### config.mk
export PLATFORM = sky130hd
export DESIGN_NAME = serial_addsub
export DESIGN_NICKNAME = d
export VERILOG_FILES = /design/src/rtl/serial_addsub_pkg.sv /design/src/rtl/serial_addsub_addsub_bit.sv /design/src/rtl/serial_addsub.sv
export SDC_FILE = /design/constraint.sdc
export NUM_CORES = 1
export LEC_CHECK = 0
export CORE_AREA = 5 5 73 75
export CTS_CLUSTER_DIAMETER = 80
export DETAILED_ROUTE_END_ITERATION = 8
export DIE_AREA = 0 0 78 80
export HOLD_SLACK_MARGIN = 0.1
export SLEW_MARGIN = 40
export SYNTH_ARGS = -nofsm -noshare
export SYNTH_HDL_FRONTEND = slang
export SYNTH_SLANG_ARGS = --single-unit
### constraint.sdc
create_clock -name clk -period 3.2 [get_ports clk]
set_input_delay 0.32 -clock clk [delete_from_list [all_inputs] [get_ports clk]]
set_output_delay 0.32 -clock clk [all_outputs]
set_load 0.01 [all_outputs]
### src/rtl/serial_addsub_pkg.sv
`default_nettype none
// +------------------------------------------------------------------------+
// | Module      : serial_addsub_pkg                                        |
// | Description : Shared types and constants for the bit-serial            |
// |               adder/subtractor: FSM state encoding and mode codes.     |
// | Revision    : 1.0 - initial release                                    |
// +------------------------------------------------------------------------+
package serial_addsub_pkg;

    // Controller states, 2-bit encoding
    typedef enum logic [1:0] {
        IDLE = 2'd0,
        RUN  = 2'd1,
        DONE = 2'd2
    } state_t;

    // Operation select values carried on the mode input
    localparam logic MODE_ADD = 1'b0;
    localparam logic MODE_SUB = 1'b1;

endpackage : serial_addsub_pkg
`default_nettype wire

### src/rtl/serial_addsub_addsub_bit.sv
`default_nettype none
// +------------------------------------------------------------------------+
// | Module      : addsub_bit                                               |
// | Description : One-bit full adder / full subtractor cell.               |
// |               Add      : s = x ^ y ^ cin, cout = carry                 |
// |               Subtract : s = x ^ y ^ cin, cout = borrow (cin = borrow) |
// | Ports       : x, y  - operand bits                                     |
// |               cin   - incoming carry (add) or borrow (subtract)        |
// |               mode  - MODE_ADD / MODE_SUB                              |
// |               s     - sum / difference bit                             |
// |               cout  - outgoing carry / borrow                          |
// | Revision    : 1.0 - initial release                                    |
// +------------------------------------------------------------------------+
module addsub_bit
    import serial_addsub_pkg::*;
(
    input  logic x,
    input  logic y,
    input  logic cin,
    input  logic mode,
    output logic s,
    output logic cout
);

    logic w_carry;
    logic w_borrow;

    // Sum and difference bits are the same three-input XOR
    assign s        = x ^ y ^ cin;
    assign w_carry  = (x & y) | (cin & (x ^ y));
    // Borrow out when x < y + bin at this position
    assign w_borrow = (~x & y) | (~(x ^ y) & cin);
    assign cout     = (mode == MODE_SUB) ? w_borrow : w_carry;

endmodule : addsub_bit
`default_nettype wire

### src/rtl/serial_addsub.sv
`default_nettype none
// +------------------------------------------------------------------------+
// | Module      : serial_addsub                                            |
// | Description : Bit-serial two's-complement adder/subtractor. Operands   |
// |               are latched on start, processed LSB first one bit per    |
// |               clock, and the registered result is presented with a     |
// |               one-cycle done pulse.                                    |
// | Parameters  : WIDTH - operand/result width, 2..32 (default 8)          |
// | Ports       : clk    - rising-edge clock                               |
// |               rst_n  - synchronous active-low reset                     |
// |               start  - request, sampled in IDLE or DONE                |
// |               mode   - 0 add, 1 subtract (sampled with start)          |
// |               a, b   - operands (sampled with start)                   |
// |               busy   - operation in progress                           |
// |               done   - one-cycle completion pulse                      |
// |               result - sum / difference mod 2^WIDTH                    |
// |               cout   - carry-out (add) / borrow-out (subtract)         |
// |               ovf    - signed overflow                                 |
// |               zero   - result == 0 (only with SERIAL_ADDSUB_ZERO_FLAG_EN)|
// | Options     : SERIAL_ADDSUB_ZERO_FLAG_EN adds the zero output          |
// | Revision    : 1.0 - initial release                                    |
// +------------------------------------------------------------------------+
module serial_addsub
    import serial_addsub_pkg::*;
#(
    parameter int WIDTH = 8
) (
    input  logic             clk,
    input  logic             rst_n,
    input  logic             start,
    input  logic             mode,
    input  logic [WIDTH-1:0] a,
    input  logic [WIDTH-1:0] b,
    output logic             busy,
    output logic             done,
    output logic [WIDTH-1:0] result,
    output logic             cout,
`ifdef SERIAL_ADDSUB_ZERO_FLAG_EN
    output logic             zero,
`endif
    output logic             ovf
);

    localparam int               c_cnt_w = (WIDTH > 1) ? $clog2(WIDTH) : 1;
    localparam logic [c_cnt_w-1:0] c_last = c_cnt_w'(WIDTH - 1);

    state_t             r_state;
    logic [WIDTH-1:0]   r_a;
    logic [WIDTH-1:0]   r_b;
    logic               r_mode;
    logic               r_carry;
    logic [c_cnt_w-1:0] r_cnt;
    logic [WIDTH-1:0]   r_sum;
    logic               r_ovf;

    logic w_x;
    logic w_y;
    logic w_s;
    logic w_c;
    logic w_last;
    logic w_ovf;

    assign w_x    = r_a[r_cnt];
    assign w_y    = r_b[r_cnt];
    assign w_last = (r_cnt == c_last);

    addsub_bit u_bit (
        .x    (w_x),
        .y    (w_y),
        .cin  (r_carry),
        .mode (r_mode),
        .s    (w_s),
        .cout (w_c)
    );

    // Evaluated on the MSB step, where w_x/w_y are the operand sign bits and
    // w_s is the result sign bit.
    assign w_ovf = (r_mode == MODE_ADD) ? ((w_x == w_y) && (w_s != w_x))
                                        : ((w_x != w_y) && (w_s != w_x));

    // Controller and datapath. Outputs are registered from the current state,
    // so busy/done/result appear one edge after the internal state change.
    always_ff @(posedge clk) begin
        if (!rst_n) begin
            r_state <= IDLE;
            r_a     <= '0;
            r_b     <= '0;
            r_mode  <= 1'b0;
            r_carry <= 1'b0;
            r_cnt   <= '0;
            r_sum   <= '0;
            r_ovf   <= 1'b0;
            busy    <= 1'b0;
            done    <= 1'b0;
            result  <= '0;
            cout    <= 1'b0;
            ovf     <= 1'b0;
`ifdef SERIAL_ADDSUB_ZERO_FLAG_EN
            zero    <= 1'b0;
`endif
        end else begin
            busy <= (r_state == RUN);
            done <= (r_state == DONE);

            // Publish the finished operation; held until the next DONE
            if (r_state == DONE) begin
                result <= r_sum;
                cout   <= r_carry;
                ovf    <= r_ovf;
`ifdef SERIAL_ADDSUB_ZERO_FLAG_EN
                zero   <= (r_sum == '0);
`endif
            end

            case (r_state)
                IDLE, DONE: begin
                    if (start) begin
                        r_a     <= a;
                        r_b     <= b;
                        r_mode  <= mode;
                        r_carry <= 1'b0;
                        r_cnt   <= '0;
                        r_sum   <= '0;
                        r_state <= RUN;
                    end else begin
                        r_state <= IDLE;
                    end
                end
                RUN: begin
                    // LSB-first: new bit enters at the top and shifts down,
                    // so after WIDTH steps bit 0 sits at r_sum[0].
                    r_sum   <= {w_s, r_sum[WIDTH-1:1]};
                    r_carry <= w_c;
                    r_cnt   <= r_cnt + 1'b1;
                    if (w_last) begin
                        r_ovf   <= w_ovf;
                        r_state <= DONE;
                    end
                end
                default: r_state <= IDLE;
            endcase
        end
    end

endmodule : serial_addsub
`default_nettype wire

Word level (Yosys, flattened, before mapping) --
Index checks and enable logic that the tools add are counted.
Storage, ports and cells: flip-flop bits (word level) 44, latch bits 0, memory bits (writable) 0, memory bits (read-only) 0, input bits 20, output and inout bits 12, logic and storage cells 56, memories kept 0
Operators by class: add/sub/neg operators 1, $mul 0, divide/modulo/power cells 0, order comparisons 1, equality and inequality tests 8, shift operators 0, mux-type cells 15, bitwise gates (word level) 10, reductions and logical operators 8
Operator list (count):
- $pmux W8 S2 | 1
- $mux W8 | 1
- $bmux W1 S3 | 2
- $mux W1 | 6
- $pmux W3 S2 | 1
- $reduce_and A2 Y1 | 3
- $and A1 B1 Y1 | 4
- $lt A3 B4 Y1 const B | 1
- $ne A2 B2 Y1 const B | 2
- $pmux W2 S2 | 1
- $add A3 B1 Y3 const B | 1
- $eq A3 B3 Y1 const B | 1
- $mux W3 | 1
- $eq A2 B1 Y1 const B | 1
- $eq A2 B2 Y1 const B | 1
- $logic_and A1 B1 Y1 | 2
- $logic_not A2 Y1 | 1
- $mux W2 | 1
- $ne A1 B1 Y1 | 2
- $not A1 Y1 | 2
- $or A1 B1 Y1 | 2
- $pmux W1 S2 | 1
- $reduce_bool A2 Y1 | 1
- $reduce_or A2 Y1 | 1
- 2 further kinds | 3

Longest topological paths before layout --
Gate-level depths: netlist of the first run.
depth in word-level cells 8, gate-level depth with buffers 9, depth with buffers taken out 8

Modules after synthesis --
Synthesis of the first run repeated with hierarchy kept, for this count alone.
Second synthesis, totals: cell total of the unflattened synthesis 183, area, all modules 1778.0 µm²
By module, submodules not included:
- serial_addsub | times used 1, cells each 177, area an instance 1716.6 µm², seq. area each 880.8 µm²
- addsub_bit | times used 1, cells each 6, area an instance 61.3 µm², seq. area each 0.0 µm²

Worst setup path after synthesis of the first run --
No wires, ideal clock.
path kind register -> register, start register r_cnt[0], end register r_ovf, library setup time 0.079 ns, data arrival time 2.467 ns, required time 3.121 ns, path slack 0.654 ns, stages on the path, launching flop included 8, buffers on the path 1, period minus slack after synthesis 2.546 ns, cells stage by stage dfxtp_1 -> buf_6 -> mux4_1 -> mux2i_4 -> inv_1 -> fa_1 -> or4_1 -> o211ai_1
Between the ends: longest elaborated chain between the ends 7, elaborated cells between the ends (all ways) 14, classes of those cells 4 x eq/ne; 5 x mux; 2 x bitwise; 3 x reduce/logical
Ends and longest elaborated chain:
- from (decl) | RTL line serial_addsub.sv:52 | logic [c_cnt_w-1:0] r_cnt;
- from (signal assigned) | RTL line serial_addsub.sv:134 | r_cnt <= r_cnt + 1'b1;
- $bmux W1 S3, on equally long branches | RTL line serial_addsub.sv:63, serial_addsub.sv:64
- $mux W1, on equally long branches | RTL line serial_addsub.sv:63, serial_addsub.sv:64
- $xor A1 B1 Y1 (2 in series) | RTL line serial_addsub_addsub_bit.sv:29 | assign s = x ^ y ^ cin;
- $ne A1 B1 Y1 | RTL line serial_addsub.sv:78, serial_addsub.sv:79
- $logic_and A1 B1 Y1, on equally long branches | RTL line serial_addsub.sv:78, serial_addsub.sv:79
- $mux W1 | RTL line serial_addsub.sv:78 | assign w_ovf = (r_mode == MODE_ADD) ? ((w_x == w_y) && (w_s != w_x))
- to (signal assigned) | RTL line serial_addsub.sv:136 | r_ovf <= w_ovf;
- to (decl) | RTL line serial_addsub.sv:54 | logic r_ovf;
Parallel ways exist; a longest one is shown, timed or not. The select of a mux whose other input is x is not followed. A chain may end at the register's enable or synchronous reset.

Worst setup path in the final report of the first run --
Ends and elaborated chain as after synthesis.

==> results by group, run 1 <==
Clocking
  – Clock Sinks: 44
  – CTS tree: done
  – Max H-tree Level: 2
  – Clk Latency, worst-skew pair: about 0.30 ns
  – Clock transition at the registers of the reported paths: ~0.090 ns
  – Total CTS buffers: 5
  – Root Buffer: clkbuf_8
  – Hold-fix buffers, CTS: 0
  – Post-CTS setup buffers: 0
  – Longest Clk Path Bufs: 2
  – # resized after CTS: 0

STA
  – Max Fclk: ~0.36 GHz
  – Slew Limit Fails: 0
  – Slew @ Worst Pin: ~0.68 ns
  – RSZ-0062 raised after global routing: no
  – Setup TNS: 0 ns
  – Final period util: between 80% and 90%
  – Worst setup margin: approximately 0.46 ns
  – Fin. Hold Viols: 0
  – Final Critical Period: approximately 2.7 ns
  – Final setup vio count: 0
  – Relative slew margins: 54.6%
  – Clock Skew: between 0.004 and 0.005 ns

Floorplanning
  – Total die area: ~6200 um2
  – Starting Density: approximately 38%
  – Row cnt: 25
  – Core ar.: about 4600 um2
  – # IOs: 32
  – Die height: ~80 um
  – Die W: around 78 um

Synth
  – Count leader, synth: nand2_1
  – Count of warnings emitted by yosys: 0
  – EDFF count, synth: 0
  – Dominant synthesized flop cell: dfxtp_1
  – Mapped Area: 1740 um2
  – Cells after synthesis: 187
  – Sequential fraction of the synthesis area: between 50% and 60%
  – Synth unique cells: 28
  – Syn Nets: around 210
  – Top cells by area, synth: dfxtp_1 (51%), nand2_1 (12%), a21oi_1 (8.0%)
  – Post-synth top cells: nand2_1 (54), dfxtp_1 (44), a21oi_1 (28), a22o_1 (10), nor2_1 (9)
  – Yosys top cell area share: about half
  – Synth area leader: dfxtp_1
  – Syn_area_per_cell: 9.32 um2
  – Flop and latch count out of synthesis: 44
  – FFs w/ async S/R, synth: 0%

Route
  – DRC Markers: 0
  – DR pass1 iterations: 4
  – Vias: roughly 1300
  – Post-Route WL: 3250 um
  – Detailed Route Iter0 Violations: 57
  – Vias per cell: a little under 5
  – DRT antenna net count: 0
  – Drt wl/cell: about 12 um

Cells and area
  – Seq. cell area: around 880 um2
  – Area occupied by multi-input gates: roughly 800 um2
  – N_diodes: 0
  – Synth-to-Final Area Change: 26.1%
  – Layout cells sized above 1: between 6 and 7%
  – Cell area after layout: about 2200 um2
  – Final Non-Filler Cells: 270
  – Fill cell count: approximately 450
  – Final nets: between 200 and 250

Critical path
  – CP Max Fanout: 7
  – Crit end category: flop
  – Worst setup SP type: flop
  – Worst path slowest cell: mux4_1
  – Arrival @ worst endpoint: between 2 and 3 ns
  – WP data required: 3.43 ns
  – Largest stage delay, worst path: roughly 0.65 ns
  – Worst-path cell chain: mux4_1 -> mux2i_4 -> inv_1 -> fa_1 -> or4_1 -> o211ai_1
  – WS Path Type: flop to flop

Global routing
  – Antenna violations before repair: 0
  – Largest net degree at the start of global routing: 33
  – Vias in the first global route: between 1000 and 1500
  – First-pass GRT wire length: between 5000 and 6000 um
  – GRT overflow: 0
  – GRT Overall Usage: 11.5%

Run status
  – Status: complete, no violations

Pwr
  – Pwr/cell area: 504 nW/um2
  – Worst VDD drop: 0.258 mV
  – Lkg Pwr: 0.818 nW
  – Total power: around 0.0011 W

Place
  – Port bufs: 31
  – Placed cells: roughly 260
  – Setup WS pre-CTS: about 0.46 ns
  – Post-DP Area: 2080 um2
  – DP HPWL: 2280 um
  – Gpl congestion: 0.732

Job
  – Max cap viols: 0

Worst hold path
  – Worst Hold Class: flop to flop
==> cells by family (layout without fill, tap and decap cells) <==
kind of cell | after synthesis | after routing | share of synthesized area (%)
mux | 7 | 7 | 8.54
xor+xnor | 2 | 2 | 1.01
fa+ha+maj | 5 | 5 | 4.45
simple gates | 75 | 75 | 18.0
compound gates | 40 | 40 | 13.9
buf+inv | 14 | 43 | 3.59
flops | 44 | 44 | 50.5
==> metrics by stage <==
step	utilization, %	hold slack (ns)
4_1_cts	47.8	0.458
3_3_place_gp	45.3	0.441
6_report	47.8	0.454
2_1_floorplan	-	0.432
5_1_grt	47.8	0.475
3_5_place_dp	45.3	0.446
==> worst paths after layout <==
| path | from | to | slack (ns) | cells past startpoint |
|---|---|---|---|---|
| setup reg to reg | r_cnt[0] | r_ovf | 0.46 | 6 |
| hold reg to reg | r_a[0] | r_a[0] | 0.45 | 2 |
| hold / removal | r_a[0] | r_a[0] | 0.45 | 2 |
| setup / recovery | r_cnt[0] | r_ovf | 0.46 | 6 |
==> critical path, delay by kind of cell, from the launching register on <==
family	cells	cell delay, ns
buf+inv	1	0.09
compound gates	1	0.16
fa+ha+maj	1	0.49
mux	2	0.89
flops	1	0.51
simple gates	1	0.53
==> final cells by class <==
cell class / instances / share of cell area, %
timing repair buffer: 33 / 14.8
sequential: 44 / 40.1
multi-input combinational: 129 / 36.5
clock inverter: 3 / 2.11
inverter: 2 / 0.341
tap: 54 / 3.07
clock buffer: 5 / 3.13
==> registers in the layout (all words and copies together) (netlist names) <==
register and flops:
busy 1, cout 1, done 1, ovf 1, r_a 8, r_b 8, r_carry 1, r_cnt 3
r_mode 1, r_ovf 1, r_state 2, r_sum 8, result 8
==> power breakdown <==
part	switching (W)	total [W]	leakage (nW)	internal (W)
logic	0.0000470	0.0000979	0.406	0.0000509
registers	0.0000132	0.000577	0.358	0.000564
clock network	0.000198	0.000433	0.0548	0.000235
total	0.000258	0.00111	0.818	0.000850
==> metal layers <==
metal / global-route usage, % / routed length, um / vias up
li1: - / - / 689
met1: 13.2 / 1470 / 592
met2: 19.6 / 1500 / 32
met3: 4.74 / 247 / 4
met4: 3.55 / 35 / 0
met5: 0 / 0 / -
==> placed cells by master, fill, tap and decap left out, drive strengths merged, types with 2 or more instances in the layout <==
cell type / n
nor2: 9
dfxtp: 44
clkbuf: 5
mux4: 4
a22o: 10
nand2b: 3
nor2b: 2
buf: 2
inv: 3
ha: 3
nand2: 54
mux2i: 2
fa: 2
a21oi: 28
xnor2: 2
clkdlybuf4s50: 31
Power figures use the tool's default switching activity.
==> inputs of run 2 (changes only) <==
Settings changed: CAP_MARGIN set to 20.
==> results of run 2 <==
Same layout as run 1: the final DEF is identical, and so are final timing and power.
==> inputs of run 3 (changes only) <==
--- a/config.mk
+++ b/config.mk
@@ -13,2 +13,3 @@
 export HOLD_SLACK_MARGIN = 0.1
+export PLACE_DENSITY_LB_ADDON = 0.25
 export SLEW_MARGIN = 40
@@ -16,2 +17,3 @@
 export SYNTH_HDL_FRONTEND = slang
+export SYNTH_HIERARCHICAL = 1
 export SYNTH_SLANG_ARGS = --single-unit
==> constraint.sdc (replaced) <==
create_clock -name clk -period 3.2 [get_ports clk]
set_input_delay 0.64 -clock clk [delete_from_list [all_inputs] [get_ports clk]]
set_output_delay 0.64 -clock clk [all_outputs]
set_load 0.01 [all_outputs]
==> results by group, run 3 <==
STA
  – RSZ-0062 raised after global routing: no
  – Clock Skew: around 0.006 ns
  – Relative slew margins: around half
  – Slew @ Worst Pin: roughly 0.73 ns
  – Final Critical Period: 2.34 ns
  – Fin. Hold Viols: 0
  – Worst setup margin: about 0.86 ns
  – Slew Limit Fails: 0
  – Max Fclk: roughly 0.43 GHz
  – Final period util: roughly three quarters
  – Setup TNS: 0 ns
  – Final setup vio count: 0

Clocking
  – Clk Latency, worst-skew pair: between 0.2 and 0.3 ns
  – Hold-fix buffers, CTS: 0
  – Post-CTS setup buffers: 0
  – Total CTS buffers: 5
  – Clock transition at the registers of the reported paths: 0.07 ns
  – Clock Sinks: 44
  – CTS tree: done
  – Max H-tree Level: 2
  – Longest Clk Path Bufs: 2
  – # resized after CTS: 0
  – Root Buffer: clkbuf_8

Critical path
  – Crit end category: flop
  – Worst-path cell chain: mux4_1 -> mux2_4 -> inv_1 -> fa_1 -> and3_1 -> mux2i_1 -> nand2_1
  – CP Max Fanout: 6
  – WP data required: around 3.4 ns
  – Worst setup SP type: flop
  – Arrival @ worst endpoint: between 2 and 3 ns
  – Largest stage delay, worst path: approximately 0.6 ns
  – Worst path slowest cell: mux4_1
  – WS Path Type: flop to flop

Pwr
  – Lkg Pwr: 0.844 nW
  – Total power: 0.000991 W
  – Worst VDD drop: about 0.27 mV
  – Pwr/cell area: about 450 nW/um2

Route
  – Detailed Route Iter0 Violations: 35
  – Vias: approximately 1300
  – DRT antenna net count: 0
  – Vias per cell: ~4.8
  – DR pass1 iterations: 4
  – Drt wl/cell: 11.7 um
  – DRC Markers: 0
  – Post-Route WL: approximately 3100 um

Place
  – DP HPWL: 2200 um
  – Gpl congestion: approximately 0.74
  – Setup WS pre-CTS: approximately 0.86 ns
  – Port bufs: 31

Floorplanning
  – Total die area: ~6200 um2
  – Core ar.: 4600 um2
  – # IOs: 32
  – Die height: approximately 80 um
  – Die W: a little under 80 um
  – Starting Density: approximately two fifths
  – Row cnt: 25

Synth
  – Synth unique cells: 22
  – Syn_area_per_cell: between 9 and 10 um2
  – Count of warnings emitted by yosys: 6
  – Count leader, synth: nand2_1
  – Synth area leader: dfxtp_1
  – Sequential fraction of the synthesis area: 49.5%
  – FFs w/ async S/R, synth: 0%
  – Mapped Area: between 1500 and 2000 um2
  – Post-synth top cells: nand2_1 (55), dfxtp_1 (44), a21boi_1 (27), a22o_1 (11), clkbuf_1 (11)
  – Dominant synthesized flop cell: dfxtp_1
  – Yosys top cell area share: 49.5%
  – EDFF count, synth: 0
  – Syn Nets: 207
  – Flop and latch count out of synthesis: 44
  – Top cells by area, synth: dfxtp_1 (50%), nand2_1 (12%), a21boi_1 (11%)
  – Cells after synthesis: 183

Global routing
  – GRT overflow: 0
  – First-pass GRT wire length: ~5400 um
  – GRT Overall Usage: a little over a tenth
  – Antenna violations before repair: 0
  – Vias in the first global route: between 1000 and 1500
  – Largest net degree at the start of global routing: 33

Worst hold path
  – Worst Hold Class: flop to flop

Run status
  – Status: complete, no violations

Cells and area
  – Layout cells sized above 1: under 10%
  – Final nets: ~240
  – Most frequent cells in the layout: nand2_1 (55), dfxtp_1 (44), clkdlybuf4s50_1 (31)
  – Synth-to-Final Area Change: 24.6%
  – Fill cell count: approximately 450
  – Seq. cell area: between 800 and 900 um2
  – N_diodes: 0
  – Area occupied by multi-input gates: approximately 840 um2
  – Commonest non-fill, non-tap cell in the layout: nand2_1
  – Fin util: approximately 48%

Job
  – Max cap viols: 0
## run 3: cell families after synthesis
family	synth area share [%]
xor+xnor	0.915
compound gates	17.8
simple gates	16.7
fa+ha+maj	3.66
mux	8.02
buf+inv	3.38
flops	49.5
## run 3: final cells by class
cell class	instances	area share (%)
clock buffers	6	3.28
flip-flops and latches	44	39.8
repair buffers	34	15.0
clock inverters	1	0.226
inverters	5	0.847
multi-input cells	123	37.8
well taps	54	3.05
## run 3: worst paths after layout
check / start / endpoint / slack [ns] / depth (start not counted)
worst min-delay path: r_b[2] / r_b[2] / 0.45 / 2
worst max register to register: r_cnt[0] / r_ovf / 0.86 / 7
worst max-delay path: r_cnt[0] / r_ovf / 0.86 / 7
worst min register to register: r_b[2] / r_b[2] / 0.45 / 2
## run 3: routing by layer
metal  track usage (%)  part of all wire, %
met2              17.3                   45
met3              3.16                  6.3
met1              13.4                   48
met5                 0                    0
met4              4.56                  1.2
## run 3: critical path, delay by kind of cell (launching register included)
| kind | cells | cell delay [ns] |
|---|---|---|
| multiplexers | 3 | 1.04 |
| flip-flops | 1 | 0.47 |
| adder cells (fa/ha/maj) | 1 | 0.41 |
| AND/OR/NAND/NOR | 2 | 0.21 |
| buffers and inverters | 1 | 0.09 |
## run 3: stage by stage
step | std cells | hold slack (ns) | instance area [um2]
finish | 267 | 0.451 | 2210
global route | 267 | 0.473 | 2210
CTS | 267 | 0.451 | 2210
detailed placement | 260 | 0.441 | 2140
global placement | 260 | 0.440 | 2140
floorplan | 183 | 0.430 | 1780
## run 3: report_power, final
part | total [W] | switching (W) | internal [W]
clock | 0.000317 | 0.000168 | 0.000148
combinational | 0.0000987 | 0.0000432 | 0.0000555
sequential | 0.000576 | 0.0000118 | 0.000564
total | 0.000991 | 0.000223 | 0.000768
